--- config.mk ---
export PLATFORM = sky130hd
export DESIGN_NAME = fmm_df_sync_ctrl
export DESIGN_NICKNAME = d
export VERILOG_FILES = /design/src/rtl/fmm_df_sync_ctrl.sv
export SDC_FILE = /design/constraint.sdc
export NUM_CORES = 1
export LEC_CHECK = 0
export ABC_CLOCK_PERIOD_IN_PS = 2700
export CORE_MARGIN = 5
export CORE_UTILIZATION = 37
export CTS_CLUSTER_SIZE = 40
export DETAILED_ROUTE_END_ITERATION = 8
export GPL_TIMING_DRIVEN = 0
export HOLD_SLACK_MARGIN = 0.03
export PLACE_DENSITY = 0.77
export SLEW_MARGIN = 10
export SYNTH_ARGS = -nofsm -noshare
export SYNTH_HDL_FRONTEND = slang
export SYNTH_SLANG_ARGS = --single-unit
--- constraint.sdc ---
create_clock -name dl_clock -period 2.7 [get_ports dl_clock]
set_clock_uncertainty 0.2 [all_clocks]
set_input_delay 0.54 -clock dl_clock [delete_from_list [all_inputs] [get_ports dl_clock]]
set_output_delay 0.54 -clock dl_clock [all_outputs]
set_load 0.05 [all_outputs]
--- src/rtl/fmm_df_sync_ctrl.sv ---
// -----------------------------------------------------------------------------
// fmm_df_sync_ctrl
//
// Sequences start, ready, done and continue for the fmm_reduce_kernel dataflow
// region (entry_proc, Block_entry_proc_1, Block_entry_proc).
//   - The region ap_start is fanned out to NPROC processes.
//   - Sticky per-process ready and done bits let the region report ready or
//     done only once every process has handshaked.
//   - The number of iterations in flight is limited to MAX_INFLIGHT.
//
// Optional feature: define DL_WATCHDOG_EN to build a stall watchdog.
//   - The watchdog counts cycles with work in flight and no ready or done
//     activity.
//   - When the count reaches WD_LIMIT, stall_flag is set and stall_mask records
//     the processes that have not finished.
//   - Without the macro, stall_flag and stall_mask are tied to 0.
//
// Ports
//   dl_clock      in   clock, every register on the rising edge
//   dl_reset      in   asynchronous reset, active low
//   ap_start      in   region start request (a level, held until ap_ready)
//   ap_ready      out  region accepted one iteration (1-cycle pulse)
//   ap_done       out  all processes done for the oldest iteration
//   ap_continue   in   downstream accepts ap_done
//   ap_idle       out  region idle
//   proc_start    out  per-process ap_start                  [NPROC]
//   proc_ready    in   per-process ap_ready                  [NPROC]
//   proc_done     in   per-process ap_done                   [NPROC]
//   proc_idle     in   per-process ap_idle                   [NPROC]
//   proc_continue out  per-process ap_continue               [NPROC]
//   inflight      out  iterations started but not yet retired [3]
//   stall_flag    out  watchdog tripped
//   stall_mask    out  processes not yet done at trip time   [NPROC]
// -----------------------------------------------------------------------------
module fmm_df_sync_ctrl #(
    parameter int NPROC        = 3,
    parameter int MAX_INFLIGHT = 2,
    parameter int WD_W         = 16,
    parameter int WD_LIMIT     = 4096
) (
    input  logic             dl_clock,
    input  logic             dl_reset,
    input  logic             ap_start,
    output logic             ap_ready,
    output logic             ap_done,
    input  logic             ap_continue,
    output logic             ap_idle,
    output logic [NPROC-1:0] proc_start,
    input  logic [NPROC-1:0] proc_ready,
    input  logic [NPROC-1:0] proc_done,
    input  logic [NPROC-1:0] proc_idle,
    output logic [NPROC-1:0] proc_continue,
    output logic [2:0]       inflight,
    output logic             stall_flag,
    output logic [NPROC-1:0] stall_mask
);

    localparam logic [2:0] MAX_INF = 3'(MAX_INFLIGHT);

    // Reject parameter values that the 3-bit inflight counter or the watchdog
    // counter cannot represent.
    if (MAX_INFLIGHT < 1 || MAX_INFLIGHT > 7) begin : g_bad_max_inflight
        $error("fmm_df_sync_ctrl: MAX_INFLIGHT must be 1..7");
    end
    if (WD_LIMIT < 1 || WD_LIMIT >= (1 << WD_W)) begin : g_bad_wd_limit
        $error("fmm_df_sync_ctrl: WD_LIMIT must be 1..2**WD_W-1");
    end

    logic [NPROC-1:0] rdy_q, rdy_d;
    logic [NPROC-1:0] done_q, done_d;
    logic [2:0]       inflight_q, inflight_d;

    logic             can_start;
    logic [NPROC-1:0] rdy_hit;
    logic             retire;

    always_comb begin
        can_start     = ap_start & (inflight_q != MAX_INF);
        // A process that has already readied this iteration is not restarted.
        proc_start    = {NPROC{can_start}} & ~rdy_q;
        rdy_hit       = proc_ready & proc_start;
        ap_ready      = can_start & (&(rdy_q | rdy_hit));

        ap_done       = (&(done_q | proc_done)) & (inflight_q != 3'd0);
        retire        = ap_done & ap_continue;
        proc_continue = {NPROC{retire}};

        ap_idle       = (inflight_q == 3'd0) & (&proc_idle) & ~ap_start;
        inflight      = inflight_q;

        rdy_d  = ap_ready ? '0 : (rdy_q | rdy_hit);
        // Stray done pulses are captured even with nothing in flight.
        done_d = retire ? '0 : (done_q | proc_done);

        // An accept and a retire in the same cycle cancel each other out.
        inflight_d = inflight_q;
        if (ap_ready && !retire) begin
            inflight_d = inflight_q + 3'd1;
        end else if (!ap_ready && retire) begin
            inflight_d = inflight_q - 3'd1;
        end
    end

    always_ff @(posedge dl_clock or negedge dl_reset) begin
        if (!dl_reset) begin
            rdy_q      <= '0;
            done_q     <= '0;
            inflight_q <= 3'd0;
        end else begin
            rdy_q      <= rdy_d;
            done_q     <= done_d;
            inflight_q <= inflight_d;
        end
    end

`ifdef DL_WATCHDOG_EN
    localparam logic [WD_W-1:0] WD_LIM = WD_W'(WD_LIMIT);

    logic [WD_W-1:0]  wd_cnt_q, wd_cnt_d;
    logic             stall_flag_q, stall_flag_d;
    logic [NPROC-1:0] stall_mask_q, stall_mask_d;
    logic             progress;

    always_comb begin
        progress     = |(proc_ready | proc_done);
        wd_cnt_d     = wd_cnt_q;
        stall_flag_d = stall_flag_q;
        stall_mask_d = stall_mask_q;

        if (retire || progress) begin
            wd_cnt_d = '0;
        end else if (inflight_q != 3'd0 && wd_cnt_q != WD_LIM) begin
            wd_cnt_d = wd_cnt_q + 1'b1;
        end

        // The flag and mask stay set until the stuck iteration finally retires.
        if (retire) begin
            stall_flag_d = 1'b0;
            stall_mask_d = '0;
        end else if (!stall_flag_q && wd_cnt_d == WD_LIM) begin
            stall_flag_d = 1'b1;
            stall_mask_d = ~(done_q | proc_done);
        end
    end

    always_ff @(posedge dl_clock or negedge dl_reset) begin
        if (!dl_reset) begin
            wd_cnt_q     <= '0;
            stall_flag_q <= 1'b0;
            stall_mask_q <= '0;
        end else begin
            wd_cnt_q     <= wd_cnt_d;
            stall_flag_q <= stall_flag_d;
            stall_mask_q <= stall_mask_d;
        end
    end

    assign stall_flag = stall_flag_q;
    assign stall_mask = stall_mask_q;
`else
    assign stall_flag = 1'b0;
    assign stall_mask = '0;
`endif

endmodule

==> results.ini <==
[critical_path]
crit_family = buffers and inverters
crit_type = in -> out
worst-path-buf-inv = 2
end_kind = primary output
crit_fanout = 6
critPathMaxStageDelay_ns = 0.60
path_cells = clkdlybuf4s50_1 -> nand2_4 -> nor2_1 -> dlygate4sd2_1
cp_data_arrival_time_ns = 1.88
cp.required_ns = 1.96
crit_slowest_cell = clkdlybuf4s50_1
startpoint_type = input port

[grt]
grt_max_degree = 10
grt_usage_pct = 13.8
antenna_found_initial = 0
overflow = 0
grt_pass1_vias = 470
grt_pass1_wl_mm = 2.02

[die]
die_area_um2 = 2300
die_x_um = 48.0
die_y_um = 48.0
coreArea_um2 = 1330
num_rows = 13
ios = 29
initial_core_util_pct = 40.0

[power]
power_leakage_nw = 0.415
clkPwrFrac_pct = 9.9
seq_power_share_pct = 26.4
power.switching_w = 0.000569
pwr-share-comb_pct = 63.7
cellPowerDensity_nw_per_um2 = 1250
p_sw_share_pct = 51.4
ir_drop_mv = 0.788
p_int_w = 0.000539

[detailed_routing]
drc = 0
post_drt_via_cell_ratio = 4.70
wl_per_cell_um = 12.5
drt-pass1-iter-count = 2
final_antenna_net_count = 0
vias = 489
drt-initial-drc-count = 2
wirelength_mm = 1.30

[placed_design]
hpwl_mm = 1.02
dp.cells = 98
gp_congestion = 0.731
port_buffers = 24

[cells_and_area]
fin_nets = 105
drive_above_1_share_pct = 33.7
antenna_cells = 0
fillerInstances = 128
layoutNonFillerInstCount = 104
area_growth_pct = 66.4

[logic_synthesis]
synth_cell_types = 22
syn_area_um2 = 533
synth_async_sr_flop_share_pct = 100
synth_compound_area_share_pct = 9.15
ys_ff_latch = 9
synth_top_area_share_pct = 42.3
ys_warn_count = 0
syn_avg_cell_area_um2 = 9.52
synth_most_common_cell = nor2_1
synth_area_leaders = dfrtp_1 42%, buf_4 9.9%, nor2_1 9.9%, fa_1 3.8%, xor2_1 3.3%
synth_xor_area_share_pct = 4.93
netlist_instances = 56
synth_largest_area_cell = dfrtp_1
synth-simple-area-share_pct = 23.5
synth_common_cells = 14 x nor2_1, 9 x dfrtp_1, 7 x buf_4
synth_ff_type = dfrtp_1
synth_edf_count = 0
seq_area_frac_synth_pct = 42.3
yosys-mux-area-fraction_pct = 2.11
synthAdderAreaFrac_pct = 6.10
synth_top_family_by_area = simple AND/OR/NAND/NOR gates

[clock_network]
cts_sinks = 9
cts.clk_slew.worst_paths_ns = 0.06
cts_root_buffer = clkbuf_4
cts-buffers-inserted = 3
clock_latency_ns = 0.27
clock_path_buffers = 2
cts_tree = yes
htree_levels = 1

[sta]
hold_violations = 0
post-route-min-period_ns = 2.62
slew_headroom_pct = 66.6
grt_setup_unrepaired = false
setup_viol = 0
min_period_over_period_pct = 96.9
maxSlewViolCount = 0
finalSetupTns_ns = 0
tightest_slew_ns = 0.499
fmax_mhz = 382

[min_path]
min-delay-path-class = reg -> reg

[status]
status = finished clean

[flow_run]
drv_cap = 0

[flip-flops by register name (all words and copies together), names as in the netlist]
name	flops
rdy_q	3
inflight	3
done_q	3
[worst reg2reg max path, cell delays in order (launching register included)]
cell     delay [ns]
dfrtp_2        0.45
nor3_2         0.33
nor4b_4        0.09
buf_4          0.17
buf_4          0.13
inv_1          0.05
ha_2           0.18
inv_1          0.05
fa_2           0.33
xor2_1         0.14
nor2_1         0.12
xor2_1         0.14
[repair_timing]
action                                  4_1_cts  5_1_grt
gates resized for setup                      25        7
endpoints found under the setup margin       10        6
buffers inserted                              2        0
hold buffers                                  0        0
pin swaps                                     1        1
[cell usage in the layout, fill, tap and decap left out]
cell             Yosys  final
nor2_1              14     13
clkdlybuf4s50_1      0     13
buf_4                7     10
dfrtp_1              9      6
conb_1               1      4
clkbuf_4             0      3
dfrtp_2              0      3
dlygate4sd2_1        0      3
and3_1               2      2
inv_1                2      2
a31oi_1              2      2
xor2_1               2      2
dlymetal6s2s_1       0      2
buf_2                0      2
nor3_2               0      1
o22ai_4              0      1
nor2_2               0      1
nor4b_4              0      1
a21oi_1              1      1
or3b_4               1      1
nand2_4              0      1
o22ai_1              2      1
nor3_4               0      1
o22a_1               1      1
o32a_1               1      1
nor3_1               3      1
nor2b_1              1      1
and4_1               1      1
mux2_2               1      1
xnor2_1              1      1
fa_2                 0      1
ha_2                 0      1
clkbuf_1             0      1
clkbuf_2             0      1
clkdlybuf4s15_2      0      1
clkdlybuf4s15_1      0      1
[metrics by stage]
step                util, %  hold WS, ns  area, um^2  setup WS [ns]  power [W]
global placement       62.3        0.291         831         -0.776   0.000975
finish                 66.5        0.308         887         0.0840    0.00111
global route           66.5        0.321         887        0.00176    0.00118
detailed placement     62.3        0.289         831         -0.740   0.000988
floorplan                 -       0.0444         572         0.0104   0.000780
CTS                    65.6        0.310         875        0.00753    0.00111
[logic make-up (layout without fill, tap and decap cells)]
logic type | count (synthesis) | after routing
xor+xnor | 3 | 3
flops | 9 | 9
other cells | 1 | 4
mux | 1 | 1
simple gates | 24 | 24
buf+inv | 9 | 39
fa+ha+maj | 2 | 2
compound gates | 7 | 7
[worst paths after layout]
kind,cells after the start,from,slack (ns),end
worst max-delay path,4,ap_start,0.08,proc_start[2]
worst min-delay path,1,inflight[2],0.31,inflight[2]
worst max register to register,11,inflight[1],0.25,inflight[2]
worst min register to register,1,inflight[2],0.31,inflight[2]
max in group asynchronous,1,dl_reset,1.62,inflight[2]
min in group asynchronous,1,dl_reset,0.37,done_q[2]
[power groups by stage]
stage / combinational (W) / sequential, W / clock, W
detailed placement: 0.000706 / 0.000282 / 0
finish: 0.000706 / 0.000293 / 0.000110
global placement: 0.000698 / 0.000277 / 0
global route: 0.000754 / 0.000308 / 0.000118
CTS: 0.000705 / 0.000286 / 0.000117
floorplan: 0.000432 / 0.000348 / 0
[area by class of cell]
cell class / instances / area (um^2) / share of cell area (%)
tap: 15 / 18.8 / 2.12
timing repair buffer: 26 / 240 / 27.1
inverter: 2 / 7.51 / 0.846
clock buffer: 4 / 26.3 / 2.96
sequential: 9 / 229 / 25.8
multi-input combinational: 41 / 313 / 35.3
buffer: 7 / 52.6 / 5.92
[layer usage]
metal | vias up | global-route usage (%) | share of wire (%)
li1 | 249 | - | -
met1 | 217 | 16.1 | 44
met2 | 18 | 19.5 | 45
met3 | 5 | 6.77 | 9.5
met4 | 0 | 9.68 | 2.3
met5 | - | 0 | 0
Power figures use the tool's default switching activity.
